<file path="src/rtl/control_unit.sv">
// control_unit: four-cycle FETCH/DECODE/EXEC/WB sequencer for the 4-bit-opcode CPU.
// Define HALT_EN to make opcode F park the FSM in HALT until reset; otherwise F is a NOP.
module control_unit (
    input  logic       clock,
    input  logic       reset,
    input  logic       flag,
    input  logic [3:0] opcode,
    output logic       inst_wr,
    output logic       decoder_en,
    output logic [1:0] pc_op,
    output logic       reg_en,
    output logic       rD_wr,
    output logic       imm_en,
    output logic       adrs_ctrl,
    output logic       mem_rd,
    output logic       mem_wr
);
    localparam logic [3:0] OP_NOP = 4'h0, OP_ADD = 4'h1, OP_SUB = 4'h2, OP_AND = 4'h3;
    localparam logic [3:0] OP_OR  = 4'h4, OP_XOR = 4'h5, OP_NOT = 4'h6, OP_SHL = 4'h7;
    localparam logic [3:0] OP_SHR = 4'h8, OP_LDI = 4'h9, OP_LOAD = 4'hA, OP_STORE = 4'hB;
    localparam logic [3:0] OP_JMP = 4'hC, OP_JZ = 4'hD, OP_CMP = 4'hE, OP_HLT = 4'hF;
    localparam logic [1:0] PC_HOLD = 2'b00, PC_INC = 2'b01, PC_LOAD = 2'b10, PC_CLR = 2'b11;

    typedef enum logic [2:0] {S_RST, FETCH, DECODE, EXEC, WB, HALT} state_t;
    state_t state, next_state;

    logic alu_op;
    assign alu_op = (opcode >= OP_ADD && opcode <= OP_SHR);

    always_ff @(posedge clock or negedge reset)
        if (!reset) state <= S_RST;
        else        state <= next_state;

    always_comb begin
        next_state = state;
        inst_wr    = 1'b0;
        decoder_en = 1'b0;
        pc_op      = PC_HOLD;
        reg_en     = 1'b0;
        rD_wr      = 1'b0;
        imm_en     = 1'b0;
        adrs_ctrl  = 1'b0;
        mem_rd     = 1'b0;
        mem_wr     = 1'b0;
        case (state)
            S_RST: begin
                pc_op      = PC_CLR;
                next_state = FETCH;
            end
            FETCH: begin
                mem_rd     = 1'b1;
                inst_wr    = 1'b1;
                next_state = DECODE;
            end
            DECODE: begin
                decoder_en = 1'b1;
                pc_op      = PC_INC;
                reg_en     = 1'b1;
                next_state = EXEC;
            end
            EXEC: begin
                next_state = WB;
                case (opcode)
                    OP_ADD, OP_SUB, OP_AND, OP_OR, OP_XOR,
                    OP_NOT, OP_SHL, OP_SHR, OP_CMP: reg_en = 1'b1;
                    OP_LDI: imm_en = 1'b1;
                    OP_LOAD: begin
                        adrs_ctrl = 1'b1;
                        mem_rd    = 1'b1;
                    end
                    OP_STORE: begin
                        adrs_ctrl = 1'b1;
                        mem_wr    = 1'b1;
                        reg_en    = 1'b1;
                    end
                    OP_JMP: pc_op = PC_LOAD;
                    OP_JZ:  pc_op = flag ? PC_LOAD : PC_HOLD;
`ifdef HALT_EN
                    OP_HLT: next_state = HALT;
`else
                    OP_HLT: ;
`endif
                    default: ;
                endcase
            end
            WB: begin
                next_state = FETCH;
                rD_wr      = alu_op || opcode == OP_LDI || opcode == OP_LOAD;
                reg_en     = alu_op;
                imm_en     = opcode == OP_LDI;
                adrs_ctrl  = opcode == OP_LOAD;
                mem_rd     = opcode == OP_LOAD;
            end
            HALT: next_state = HALT;
            default: next_state = S_RST;
        endcase
    end
endmodule

</file>
<file path="config.mk">
export PLATFORM = sky130hd
export DESIGN_NAME = control_unit
export DESIGN_NICKNAME = d
export VERILOG_FILES = /design/src/rtl/control_unit.sv
export SDC_FILE = /design/constraint.sdc
export NUM_CORES = 1
export LEC_CHECK = 0
export ABC_CLOCK_PERIOD_IN_PS = 1950
export CORE_AREA = 4 4 41 43
export CTS_BUF_LIST = sky130_fd_sc_hd__clkbuf_4 sky130_fd_sc_hd__clkbuf_8
export DETAILED_ROUTE_END_ITERATION = 7
export DIE_AREA = 0 0 45 47
export PLACE_DENSITY = 0.58
export SLEW_MARGIN = 30
export SYNTH_ARGS = -nofsm -noshare
export SYNTH_HDL_FRONTEND = slang
export SYNTH_SLANG_ARGS = --single-unit
</file>
<file path="constraint.sdc">
create_clock -name clock -period 1.95 [get_ports clock]
set_input_delay 0.195 -clock clock [delete_from_list [all_inputs] [get_ports clock]]
set_output_delay 0.195 -clock clock [all_outputs]
set_load 0.02 [all_outputs]
</file>
==> impl_results.md <==
* Antenna Nets Post-Route at 0
* Clk buf depth at 2
* Synthesized instance count at 47
* Worst-Margin Slew at 286 ps
* Crit-path max cell delay at 510 ps
* Placer Congestion at 0.724
* Slew headroom at 0.809
* Post-synth top area share at 0.190
* Leading cell types by count after synthesis: nor2_1, a21oi_1, dfrtp_1, nand2_1, nor2b_1
* Initial DRC Count at 8
* WHS at 150 ps
* Biggest register: state
* Top-count cell post-synth: nor2_1
* First-pass GRT wire length at 1610 um
* Crit path kind: input pin to output pin
* Met1 GRT Util at 0.123
* CP bufs+invs at 2
* Final Skew at 0.699 ps
* Cell Chain, Critical Path: clkdlybuf4s50_1 > nor3_4 > xnor2_1 > a21oi_2 > o22ai_2 > clkdlybuf4s15_1
* Max-cap violations at 0
* Synth warn at 0
* Register area at 75.1 um^2
* Die area at 2120 um^2
* RSZ-0062 raised after global routing: no
* H-tree Lvls at 1
* Setup_tns at 0 ps
* Peak VDD IR at 148 uV
* Postcts setup bufs at 0
* Area grow syn2layout at 61.1%
* Final HPWL DP at 755 um
* # clock sinks at 3
* Initial core utilization at 0.304
* Drt wl/cell at 10.6 um
* FF+latch count, synth at 3
* Crit-path max FO at 5
* Share of flip-flops with an asynchronous set or reset at 1.00
* Final setup fails at 0
* Mean Syn Cell Area at 8.41 um^2
* CP Launch Type: input pin
* Cell Pwr Density at 360 nW/um^2
* Clock power share at 0.526
* Area of the core at 1300 um^2
* Synth Cell Area at 395 um^2
* Antenna violations before repair at 0
* Die width at 45 um
* Routed WL at 926 um
* GR Util met2 at 0.175
* Net Switching at 50.1 uW
* Top cells by area, synth: dfrtp_1, nor2_1, a2111oi_4, buf_6, a21oi_1
* Min Clock Period, post-route at 1840 ps
* Fin nets at 80
* Top Registers: state (3)
* Global route hottest layer: met2
* Largest net degree at the start of global routing at 10
* DRC viols at 0
* Crit path max-delay family: buffers and inverters
* Fillers at 134
* Diode count at 0
* Vias at 392
* Worst hold path type: input pin to asynchronous set/reset pin
* Max-slew violations at 0
* CP Capture Type: output pin
* Crit path DAT at 1650 ps
* Fmax at 543 MHz
* Drt via density at 4.51
* Seq pwr share at 0.273
* Insertion delay to the later sink of the worst-skew pair at 230 ps
* Synth cell types at 26
* Hold buffers post-CTS at 0
* Footprint of the multi-input gates at 280 um^2
* Cts bufs inserted at 3
* Cell taking the most area after synthesis: dfrtp_1
* CP required at 1750 ps
* Total GRT Usage at 0.103
* P_leak at 0.000304 uW
* Net Sw Frac at 0.219
* GR Util met3 at 0.0345
* CTS tree: yes
* Layout cell share with drive strength beyond 1 at 0.292
* Root Driver: clkbuf_4
* Post-synth top flop: dfrtp_1
* Final worst-path cycle share at 0.945
* I/O Buffers at 16
* Gate power share at 0.201
* Net Count, Synth at 54
* Grt ovf at 0
* Max reg flops at 3
* Io pins at 17
* Status: completed
* Layout Utilization at 0.489
* Post-synth EDFFs at 0
* Vias in the first global route at 392
* Internal at 179 uW
* Critical path's slowest cell: clkdlybuf4s50_1
* Overall die height at 47 um
* Final Hold Vio Count at 0
* DRT Pass-1 Iters at 4
* Sequential element share of the synthesized area at 0.190
* Clock-pin slew on the worst setup and hold paths at 40 ps
* Row count at 13
## cells by family (layout without fill, tap and decap cells)
group / after synthesis / after routing / synth area share
AND/OR/NAND/NOR: 23 / 23 / 0.358
AO/OA/AOI/OAI: 13 / 13 / 0.285
buffers and inverters: 5 / 30 / 0.101
XOR/XNOR: 3 / 3 / 0.0665
flip-flops: 3 / 3 / 0.190
## power by group through the flow
stage | Sequential, uW | Clock (uW) | Combinational, uW
2_1_floorplan | 63.4 | 0 | 21.4
3_3_place_gp | 63.4 | 0 | 47.0
3_5_place_dp | 63.4 | 0 | 46.9
4_1_cts | 62.6 | 128 | 47.1
5_1_grt | 62.6 | 131 | 51.0
6_report | 62.6 | 121 | 46.1
## what timing repair did
action	4_1_cts	5_1_grt
pin swaps	0	0
endpoints found under the setup margin	8	3
gates resized for setup	8	4
## cells in the final DEF (no fill, tap or decap), drive strengths merged, types with 3 or more instances in the layout
cell type       n
buf            10
nor2            9
clkdlybuf4s50   6
dlygate4sd2     6
a21oi           5
clkbuf          4
nor2b           4
nand2           4
dfrtp           3
## layout make-up
class	count	area share
multi-input cells	39	0.440
repair buffers	26	0.365
flip-flops and latches	3	0.118
clock buffers	4	0.0472
well taps	15	0.0295
## per-stage QoR
step	instance area, um^2	worst slack [ps]	power (uW)	std cells
final	637	107	229	87
after global routing	637	6.84	245	87
after CTS	629	11.7	237	87
after detailed placement	609	-233	110	83
after global placement	609	-221	110	83
after floorplan	395	421	84.8	47
## layer usage
| metal | share of wire | vias up |
|---|---|---|
| met2 | 0.48 | 12 |
| met5 | 0 | - |
| li1 | - | 212 |
| met3 | 0.066 | 0 |
| met4 | 0 | 0 |
| met1 | 0.45 | 168 |
## final timing paths
kind	from	slack [ps]	cells after the start	to
worst max-delay path	opcode[1]	110	6	reg_en
worst min-delay path	reset	150	1	state[1]
worst max register to register	state[2]	930	3	state[2]
worst min register to register	state[2]	610	1	state[1]
max in group asynchronous	reset	1660	1	state[2]
min in group clock	state[2]	610	1	state[1]
No activity file was read; power rests on OpenSTA's default activity.
